### src/rtl/jtcontra_main_ctrl.sv
// Main-CPU control block: ROM banking, sound-command FIFO with IRQ,
// watchdog and a sequential shift-add protection multiplier.
module jtcontra_main_ctrl #(
  parameter int unsigned       ROM_AW    = 18,
  parameter int unsigned       BANK_W    = 4,
  parameter logic [ROM_AW-1:0] BANK_BASE = ROM_AW'(18'h1_0000),
  parameter int unsigned       SND_DEPTH = 4,
  parameter int unsigned       MUL_W     = 8,
  parameter int unsigned       WDOG_LEN  = 4096
) (
  input  logic              clk,
  input  logic              rst,
  input  logic              cpu_cen,
  input  logic [15:0]       A,
  input  logic              RnW,
  input  logic [7:0]        cpu_dout,
  input  logic              io_cs,
  output logic [7:0]        io_dout,
  output logic [ROM_AW-1:0] rom_addr,
  output logic              bank_en,
  output logic [BANK_W-1:0] bank,
  output logic              snd_irq,
  output logic [7:0]        snd_latch,
  input  logic              snd_rd,
  output logic              wdog_rst
);

  localparam int unsigned PTR_W  = $clog2(SND_DEPTH);
  localparam int unsigned LVL_W  = PTR_W + 1;
  localparam int unsigned CNT_W  = $clog2(MUL_W) + 1;
  localparam int unsigned PROD_W = 2 * MUL_W;

  logic       wr;
  logic [4:0] reg_off;
  logic       wr_x, wr_y, wr_bank, wr_push, wr_clr, kick;

  assign wr      = io_cs & ~RnW & cpu_cen;
  assign reg_off = A[4:0];
  assign wr_x    = wr && (reg_off == 5'h00);
  assign wr_y    = wr && (reg_off == 5'h01);
  assign wr_bank = wr && (reg_off == 5'h10);
  assign wr_push = wr && (reg_off == 5'h14);
  assign wr_clr  = wr && (reg_off == 5'h15);
  assign kick    = wr && (reg_off == 5'h1C);

  // Bank register
  always_ff @(posedge clk) begin
    if (rst) begin
      bank_en <= 1'b0;
      bank    <= '0;
    end else if (wr_bank) begin
      bank_en <= cpu_dout[4];
      bank    <= BANK_W'(cpu_dout);
    end
  end

  // Extended banks skip bank bit 0, which selects the low 32 kB pair
  always_comb begin
    rom_addr = ROM_AW'(A);
    if (A[15:14] == 2'b01) begin
      if (bank_en) rom_addr = BANK_BASE + ROM_AW'({bank[BANK_W-1:1], A[13:0]});
      else         rom_addr = ROM_AW'({bank[0], A[13:0]});
    end
  end

  // Sound-command FIFO
  logic [7:0]       mem [SND_DEPTH];
  logic [PTR_W-1:0] wr_ptr, rd_ptr;
  logic [LVL_W-1:0] level;
  logic             overflow, full, pop, push_ok;

  assign full    = (level == LVL_W'(SND_DEPTH));
  assign pop     = snd_rd && (level != '0);
  assign push_ok = wr_push && (!full || pop);

  always_ff @(posedge clk) begin
    if (!rst && push_ok) mem[wr_ptr] <= cpu_dout;
  end

  always_ff @(posedge clk) begin
    if (rst) begin
      wr_ptr    <= '0;
      rd_ptr    <= '0;
      level     <= '0;
      overflow  <= 1'b0;
      snd_irq   <= 1'b0;
      snd_latch <= 8'h00;
    end else begin
      if (push_ok) wr_ptr <= wr_ptr + PTR_W'(1);
      if (pop)     rd_ptr <= rd_ptr + PTR_W'(1);
      case ({push_ok, pop})
        2'b10:   level <= level + LVL_W'(1);
        2'b01:   level <= level - LVL_W'(1);
        default: level <= level;
      endcase
      if (wr_push && full && !pop) overflow <= 1'b1;
      else if (wr_clr)             overflow <= 1'b0;
      snd_irq <= (level != '0);
      if (level != '0) snd_latch <= mem[rd_ptr];
    end
  end

  // Shift-add multiplier: one partial product per clk, MUL_W steps
  logic [MUL_W-1:0]  op_x, mp;
  logic [PROD_W-1:0] mc, acc, acc_step, prod;
  logic [CNT_W-1:0]  mul_cnt;
  logic              busy;

  assign acc_step = acc + (mp[0] ? mc : '0);

  always_ff @(posedge clk) begin
    if (rst) begin
      op_x    <= '0;
      mp      <= '0;
      mc      <= '0;
      acc     <= '0;
      prod    <= '0;
      mul_cnt <= '0;
      busy    <= 1'b0;
    end else begin
      if (wr_x) op_x <= MUL_W'(cpu_dout);
      if (wr_y) begin
        busy    <= 1'b1;
        mc      <= PROD_W'(op_x);
        mp      <= MUL_W'(cpu_dout);
        acc     <= '0;
        mul_cnt <= '0;
      end else if (busy) begin
        acc     <= acc_step;
        mc      <= mc << 1;
        mp      <= mp >> 1;
        mul_cnt <= mul_cnt + CNT_W'(1);
        if (mul_cnt == CNT_W'(MUL_W - 1)) begin
          busy <= 1'b0;
          prod <= acc_step;
        end
      end
    end
  end

  always_comb begin
    io_dout = 8'hFF;
    case (reg_off)
      5'h02:   io_dout = 8'(prod);
      5'h03:   io_dout = 8'(prod >> 8);
      5'h04:   io_dout = {6'b0, overflow, busy};
      5'h05:   io_dout = 8'(level);
      default: io_dout = 8'hFF;
    endcase
  end

  // Watchdog: a kick on the expiry tick suppresses the pulse
  if (WDOG_LEN > 0) begin : g_wdog
    localparam int unsigned WD_W = (WDOG_LEN > 1) ? $clog2(WDOG_LEN) : 1;
    logic [WD_W-1:0] wd_cnt;
    logic [4:0]      pulse_cnt;
    logic            expire;

    assign expire = cpu_cen && !kick && (wd_cnt == WD_W'(WDOG_LEN - 1));

    always_ff @(posedge clk) begin
      if (rst) begin
        wd_cnt    <= '0;
        pulse_cnt <= '0;
        wdog_rst  <= 1'b0;
      end else begin
        if (kick || expire) wd_cnt <= '0;
        else if (cpu_cen)   wd_cnt <= wd_cnt + WD_W'(1);
        if (expire)                pulse_cnt <= 5'd16;
        else if (pulse_cnt != '0)  pulse_cnt <= pulse_cnt - 5'd1;
        wdog_rst <= expire || (pulse_cnt > 5'd1);
      end
    end
  end else begin : g_no_wdog
    always_ff @(posedge clk) wdog_rst <= 1'b0;
  end

endmodule

### config.mk
export PLATFORM = sky130hd
export DESIGN_NAME = jtcontra_main_ctrl
export DESIGN_NICKNAME = d
export VERILOG_FILES = /design/src/rtl/jtcontra_main_ctrl.sv
export SDC_FILE = /design/constraint.sdc
export NUM_CORES = 1
export LEC_CHECK = 0
export ABC_AREA = 0
export CAP_MARGIN = 20
export CORE_UTILIZATION = 30
export DETAILED_ROUTE_END_ITERATION = 12
export SYNTH_ARGS = -nofsm -noshare
export SYNTH_HDL_FRONTEND = slang
export SYNTH_SLANG_ARGS = --single-unit
### constraint.sdc
create_clock -name clk -period 2.9 [get_ports clk]
set_input_delay 0.58 -clock clk [delete_from_list [all_inputs] [get_ports clk]]
set_output_delay 0.58 -clock clk [all_outputs]
set_load 0.03 [all_outputs]
Word level (Yosys, flattened, before mapping):

Memories as Yosys holds them, arrays and structs flattened. A register that Yosys moved wholly into a read port is not among the register bits.
Cells that the tools add are included.

* flip-flop bits (word level): 101
* bits in latches: 0
* RAM bits: 32
* memory bits (read-only): 0
* word-level logic and storage cells: 98
* memories: 1

* $add $sub $neg: 9
* multipliers: 0
* divide/modulo/power cells: 0
* $lt $le $gt $ge: 1
* eq/ne operators: 15
* shift operators: 0
* muxes and demuxes: 18
* bitwise operators: 4
* reductions and logical operators: 31

Memories
* mem: depth 4, width 8, read ports 1, clocked after memory_dff 1, write ports 1, line 67 `logic [7:0] mem [SND_DEPTH];`

Operators with widths (number)
* 18-bit two-way mux: 2
* 8-bit two-way mux: 4
* 8-bit one-hot mux with 4 select lines: 1
* 5-bit == test (second input constant): 4
* 17-bit by 17-bit adder with 18-bit output (first input constant): 1
* 16-bit adder: 1
* 16-bit two-way mux: 1
* 1-bit logical AND: 13
* 12-bit by 1-bit adder with 12-bit output (second input constant): 1
* 12-bit == test (second input constant): 1
* 5-bit by 2-bit == test with 1-bit output (second input constant): 2
* 5-bit by 3-bit == test with 1-bit output (second input constant): 2
* 5-bit two-way mux: 2
* 2-bit nonzero test: 4
* 1-bit two-way mux: 7
* 3-bit one-hot mux with 2 select lines: 1
* 2-bit OR reduction: 3
* 5-bit by 1-bit == test with 1-bit output (second input constant): 1
* 5-bit by 1-bit > comparator with 1-bit output (second input constant): 1
* 5-bit logical NOT: 1
* 5-bit nonzero test: 1
* 5-bit by 1-bit subtractor with 5-bit output (second input constant): 1
* 2-bit by 1-bit adder with 2-bit output (second input constant): 2
* 4-bit by 1-bit adder with 4-bit output (second input constant): 1
* other kinds (12): 20

Depth between registers and ports, before layout:

Gate-level depths: netlist (run 1).

* word-level depth: 9
* gate-level depth with buffers: 9
* gate-level depth less buffers: 8

Least setup slack after synthesis (run 1):

Ideal clock, no wire load.

* path kind: input-to-reg
* start point: input cpu_cen
* end point: register level[2]
* setup time: 0.132 ns
* arrival time: 2.480 ns
* data required time: 2.768 ns
* setup slack: 0.287 ns
* stages on the path: 9
* path through: buf_2 -> and4b_1 -> nand4b_1 -> nand2_1 -> fa_1 -> or2_2 -> mux2_2 -> a211oi_1 -> a21oi_1

* longest elaborated chain between the ends: 5
* elaborated cells on any way between the ends: 7
* classes of those cells: 2 x eq/ne; 1 x mux; 1 x bitwise; 3 x reduce/logical

Ends and longest elaborated chain
* from (decl): line 13 `input logic cpu_cen,`
* 1-bit bitwise AND (*): line 37 `assign wr = io_cs & ~RnW & cpu_cen;`
* 1-bit logical AND (*): line 42 `assign wr_push = wr && (reg_off == 5'h14);`
* 1-bit logical AND (*): line 74 `assign push_ok = wr_push && (!full || pop);`
* 2-bit by 1-bit == test with 1-bit output / 2-bit == test (equally long branches): line 91 `case ({push_ok, pop})`
* 3-bit one-hot mux with 2 select lines / 2-bit nonzero test (equally long branches)
* to (signal assigned): line 92 `2'b10: level <= level + LVL_W'(1);`
* to (signal assigned): line 93 `2'b01: level <= level - LVL_W'(1);`
* to (signal assigned): line 94 `default: level <= level;`
* to (decl): line 69 `logic [LVL_W-1:0] level;`

Every way passes the cells marked *; elsewhere a longest branch is shown, timed or not.
A chain may end at the register's enable or synchronous reset.

Worst setup path in the final report (run 1):

* start point: input A[0]
* end point: output io_dout[1]

* longest elaborated chain between the ends: 2
* elaborated cells on any way between the ends: 5
* classes of those cells: 4 x eq/ne; 1 x mux

Ends and longest elaborated chain
* from (decl): line 14 `input logic [15:0] A,`
* 5-bit by 3-bit == test with 1-bit output / 5-bit by 2-bit == test with 1-bit output (equally long branches): line 143 `case (reg_off)`
* 8-bit one-hot mux with 4 select lines (*): line 143
* to (decl): line 18 `output logic [7:0] io_dout,`

Marks and branches as above.

==> metrics, run 1 <==
outcome completed; Peak VDD IR 0.416 mV; GRT Util Overall 13.8%; Synth top area share 31.2%; largest net degree at the start of global routing 52; CP max-delay cell clkdlybuf4s50_1; num rows 55; DIE AREA 0.0239 mm²; ranking of synthesized cells by area dfxtp_1, edfxtp_1, mux2i_1; WHS Endpoint prod[6]; grt peak-use layer met2; TritonCTS buffer count 17; clock buffer depth 2; critical-path cell list clkdlybuf4s50_1 -> mux2_2 -> o22ai_1 -> nand2_1 -> dlygate4sd2_1; largest area contributor in the synthesized netlist dfxtp_1; DR DRC count 0; dpl hpwl 11400 µm; via count 5438; setup repair after global routing missed its margin no; NumNets Final 849; max-slew violations 0; hold slack 0.449 ns; multi-input logic area 0.00351 mm²; H-tree depth 4; M2 GR Usage 22.5%; Gate Count Post-Synth 736; Worst-Skew Late Latency 0.42 ns; fin crit period 2.74 ns; Setup Crit Path Kind in -> out; vias in the first global route 5051; final setup vio count 0; commonest non-fill, non-tap cell in the layout dfxtp_1; fin util 37.5%; initial drt markers 381; r2r startpoint mp[0]; Worst-path clk slew 0.06 ns; number of routed nets with antenna violations 0; Synth Net Count 791; Max Fclk 366 MHz; hold path start prod[6]; top_reg_cell synth dfxtp_1; Root Driver clkbuf_16; Worst Skew 0.00741 ns; post-synthesis register bit count 141; Hold Crit Class reg -> reg; Crit path arrival time 2.16 ns; Leakage 3.15 nW; register-to-register setup slack 0.28 ns; startpoint types input pin; syn_area_per_cell 9.49 µm²; final hold violations 0; CTS tree done; CP top delay family buffers and inverters; sequential share of the synthesized area 45.0%; Die Span Y 155 µm; required time of the critical path 2.32 ns; initial antenna violation count 0; # diodes 0; Syn Std Cell Area 0.00699 mm²; Async SR Flop Fraction 0%; area growth from synthesis to layout 21.9%; Via density 4.98; reg2reg path depth 8; commonest non-fill, non-tap cells in the layout dfxtp_1, nor2_1, nand2_1; drt first pass iters 5; Routed WL 15900 µm; Max-cap violations 0; Layout fillers 2261; met1 usage 18.3%; pwr dens 619 mW/mm²; CP Max Fanout 7; PortBufs 52; Synth cell types 65; EDFF count, synth 32; CP Buf/Inv Count 2; final period utilization 94.3%; first-pass GRT wire length 26000 µm; hold depth 2; sequential cell area 0.00314 mm²; share of layout cells above drive strength 1 13.6%; Initial Utilization 30.8%; slowest cell delay on critical path 0.63 ns; Synthesis Warnings 0; core area 0.0227 mm²; CP endpoint kind primary output; Placer Congestion 0.844; RR Endpoint prod[15]; WL/cell 14.5 µm; GR Overflow Total 0; Die Wd 155 µm; Worst slew margin 31.3%; I/O pin total 71; met3 usage 2.44%; actual slew at the worst max-slew pin 1.03 ns; clock sink total 141
==> routing by layer <==
layer | part of all wire (%) | vias to the layer above
li1 | - | 2749
met1 | 50 | 2580
met2 | 46 | 94
met3 | 2.9 | 15
met4 | 1.5 | 0
met5 | 0 | -
==> per-stage QoR <==
| step | TNS [ns] | area (µm²) | worst slack, ns | power (mW) | std cells |
|---|---|---|---|---|---|
| floorplan | 0 | 6990 | 0.287 | 2.92 | 736 |
| global placement | -0.123 | 7970 | -0.0545 | 3.26 | 1060 |
| detailed placement | -0.228 | 7970 | -0.0856 | 3.27 | 1060 |
| CTS | 0 | 8510 | 0.157 | 5.34 | 1092 |
| global route | 0 | 8520 | 0.0629 | 5.53 | 1092 |
| finish | 0 | 8520 | 0.164 | 5.27 | 1092 |
==> sequential cells by signal, summed over array words and instances, names as in the netlist, 2 cells and up <==
signal	count
mem	32
acc	16
mc	16
prod	16
g_wdog.wd_cnt	12
mp	8
op_x	8
snd_latch	8
g_wdog.pulse_cnt	5
bank	4
mul_cnt	4
level	3
rd_ptr	2
wr_ptr	2
==> where the power goes <==
group          internal [mW]  switching (mW)  leakage (nW)
Combinational          0.428           0.553          1.70
Sequential              2.12           0.122          1.17
Clock                   1.13           0.922         0.277
Total                   3.68            1.60          3.15
==> timing repair <==
item                                    4_1_cts  5_1_grt
setup buffers                                 0        0
resized for setup                             2        1
endpoints found under the setup margin        2        1
hold buffers                                  0        0
==> Yosys cell counts, drive strengths merged (2+ instances only) <==
library cell,n
and4b,2
a21o,4
mux2,4
nor4,3
a21oi,49
and4,5
mux2i,42
a2111oi,2
nand3b,6
a32oi,2
ha,23
and3,6
nand4,9
nand3,28
fa,2
edfxtp,32
o22ai,3
o21ai,15
nor2,82
nor2b,14
clkbuf,26
o31ai,4
a31oi,5
o21bai,2
o2111ai,4
a31o,3
a211o,2
nand2b,4
inv,19
a211oi,29
or4b,2
dfxtp,109
and2,17
or4,5
mux4,8
buf,30
xnor2,11
or3,5
or2,3
o21a,2
nand2,71
xor2,16
nor3,12
==> layout make-up <==
class | instances | area share [%]
inverter | 19 | 0.837
tap | 285 | 4.19
clock buffer | 18 | 5.04
timing repair buffer | 95 | 10.4
clock inverter | 14 | 1.44
multi-input combinational | 520 | 41.2
sequential | 141 | 36.9
==> worst register-to-register path: stages, from the launching register on <==
cell and delay, ns:
dfxtp_1 0.39, and2_1 0.20, ha_1 0.35, a21oi_1 0.13, a211o_1 0.36, a2111oi_1 0.51, buf_4 0.19, o21ai_0 0.11
a311oi_1 0.29
==> worst max path at each step <==
stage | end | slack, ns | cells after the start | startpoint
floorplan | level[2] | 0.29 | 9 | cpu_cen
global placement | level[2] | -0.05 | 9 | cpu_cen
detailed placement | io_dout[1] | -0.09 | 5 | A[0]
CTS | prod[15] | 0.16 | 8 | mp[0]
global route | prod[15] | 0.06 | 8 | mp[0]
finish | io_dout[1] | 0.16 | 5 | A[0]
==> kinds of logic after synthesis <==
group	Yosys count	synth area share [%]
AO/OA/AOI/OAI	134	12.8
flip-flops	141	45.0
XOR/XNOR	27	3.38
AND/OR/NAND/NOR	280	19.9
multiplexers	54	9.24
adder cells (fa/ha/maj)	25	4.69
buffers and inverters	75	5.01
(Power assumes the default switching activity.)
==> run 2: changes to the inputs <==
--- a/config.mk
+++ b/config.mk
@@ -6,9 +6,10 @@
 export NUM_CORES = 1
 export LEC_CHECK = 0
 export ABC_AREA = 0
-export CAP_MARGIN = 20
-export CORE_UTILIZATION = 30
+export CORE_UTILIZATION = 57
+export CTS_CLUSTER_SIZE = 20
 export DETAILED_ROUTE_END_ITERATION = 12
+export PLACE_DENSITY = 0.8
 export SYNTH_ARGS = -nofsm -noshare
 export SYNTH_HDL_FRONTEND = slang
 export SYNTH_SLANG_ARGS = --single-unit
==> metrics, run 2 (synthesis gave the netlist of run 1 again) <==
Routed WL 16800 µm (was 15900 µm); pwr dens 646 mW/mm² (was 619 mW/mm²); required time of the critical path 2.32 ns (about the same); Max-cap violations 0 (unchanged); number of routed nets with antenna violations 0 (unchanged); DR DRC count 0 (unchanged); Initial Utilization 58.4% (was 30.8%); Worst slew margin 53.6% (was 31.3%); area growth from synthesis to layout 19.0% (was 21.9%); outcome completed (unchanged); Via density 6.03 (was 4.98); Max Fclk 367 MHz (was 366 MHz); Layout fillers 907 (was 2261); largest net degree at the start of global routing 45 (was 52); setup TNS 0 ns (unchanged); Power, Total 5.37 mW (was 5.27 mW); CP max-delay cell clkdlybuf4s50_1 (unchanged); final hold violations 0 (unchanged); Hold Crit Class reg -> reg (unchanged); # diodes 0 (unchanged); final setup margin 0.174 ns (was 0.164 ns); Root Driver clkbuf_16 (unchanged); Die Span Y 113 µm (was 155 µm); num rows 40 (was 55); WL/cell 17.7 µm (was 14.5 µm); multi-input logic area 0.00350 mm² (was 0.00351 mm²); GRT Util Overall 27.1% (was 13.8%); commonest non-fill, non-tap cells in the layout dfxtp_1, nor2_1, nand2_1 (unchanged); drt first pass iters 5 (unchanged); fin util 69.5% (was 37.5%); slowest cell delay on critical path 0.62 ns (was 0.63 ns); NumNets Final 844 (was 849); dpl hpwl 12000 µm (was 11400 µm); final setup vio count 0 (unchanged); Peak VDD IR 0.400 mV (was 0.416 mV); GR Overflow Total 0 (unchanged); Die Wd 113 µm (was 155 µm); CP Buf/Inv Count 2 (unchanged); fin crit period 2.73 ns (was 2.74 ns); Setup Buffers After CTS 0 (unchanged); TritonCTS buffer count 17 (unchanged); Post-CTS Hold Buffers 0 (unchanged); initial drt markers 432 (was 381); CP endpoint kind primary output (unchanged); CTS tree done (unchanged); Leakage 3.13 nW (was 3.15 nW); max-slew violations 0 (unchanged); Largest register FFs 32 (unchanged); setup repair after global routing missed its margin no (unchanged); share of layout cells above drive strength 1 12.6% (was 13.6%); Crit path arrival time 2.15 ns (was 2.16 ns); startpoint types input pin (unchanged); H-tree depth 4 (unchanged); first-pass GRT wire length 26800 µm (was 26000 µm); via count 5724 (was 5438); pre-CTS WS -0.0798 ns (was -0.0856 ns); Worst-path clk slew 0.06 ns (about the same); Placer Congestion 0.933 (was 0.844); Cell Area, Placed 0.00773 mm² (was 0.00797 mm²); DIE AREA 0.0127 mm² (was 0.0239 mm²); core area 0.0120 mm² (was 0.0227 mm²); I/O pin total 71 (unchanged); final period utilization 94.0% (was 94.3%); Setup Crit Path Kind in -> out (unchanged); vias in the first global route 5452 (was 5051); commonest non-fill, non-tap cell in the layout dfxtp_1 (unchanged); clock sink total 141 (unchanged); initial antenna violation count 0 (unchanged); sequential cell area 0.00315 mm² (was 0.00314 mm²); Top reg by flops mem (unchanged); Worst Skew 0.00757 ns (was 0.00741 ns); cell area after layout 0.00832 mm² (was 0.00852 mm²); CP Max Fanout 7 (unchanged); critical-path cell list clkdlybuf4s50_1 -> mux2_2 -> o22ai_1 -> nand2_1 -> dlygate4sd2_1 (unchanged); placed instance count 917 (was 1060); Layout Cells excl Fill 949 (was 1092); actual slew at the worst max-slew pin 0.689 ns (was 1.03 ns); CP top delay family buffers and inverters (unchanged); hold slack 0.452 ns (was 0.449 ns); clock buffer depth 2 (unchanged); Worst-Skew Late Latency 0.42 ns (about the same); PortBufs 52 (unchanged)
## run 2: changes by cell type in the layout (fill, tap and decap cells not counted), moves of 2 or more
| cell | change |
|---|---|
| clkbuf_1 | +2 |
| bufinv_16 | +3 |
| inv_8 | -3 |
| inv_6 | -7 |
| buf_4 | -4 |
| clkinv_1 | +3 |
## run 2: timing repair
action / CTS / global route
setup endpoints to repair: 2 / 3
cloned: 0 / 0
resized for setup: 2 / 2
## run 2: worst register-to-register path, delay by kind of cell, from the launching register on
family          cells  cell delay [ns]
compound gates      4             1.10
fa+ha+maj           2             0.65
simple gates        2             0.43
flops               1             0.40
## run 2: metal layers
layer / vias up / GRT usage (%) / share of wire, %
met5: - / 0 / 0
met4: 0 / 8.80 / 1.5
met3: 24 / 6.27 / 6.5
met2: 201 / 42.7 / 46
met1: 2758 / 36.9 / 46
li1: 2741 / - / -
## run 2: cell type report
cell class                      count  share of cell area (%)
Clock buffer                       20                    5.25
Sequential cell                   141                    37.8
Multi-Input combinational cell    520                    42.1
Inverter                           19                   0.858
Tap cell                          147                    2.21
Timing Repair Buffer               90                    10.0
Clock inverter                     12                    1.75
## run 2: report_power, final
part	internal, mW	switching (mW)
Sequential	2.12	0.118
Clock	1.34	0.813
Combinational	0.414	0.559
## run 2: worst paths after layout
| check | startpoint | endpoint | slack (ns) | depth (start not counted) |
|---|---|---|---|---|
| worst max-delay path | A[0] | io_dout[1] | 0.17 | 5 |
| worst min-delay path | snd_latch[5] | snd_latch[5] | 0.45 | 2 |
| worst max register to register | mp[0] | prod[14] | 0.21 | 8 |
| worst min register to register | snd_latch[5] | snd_latch[5] | 0.45 | 2 |
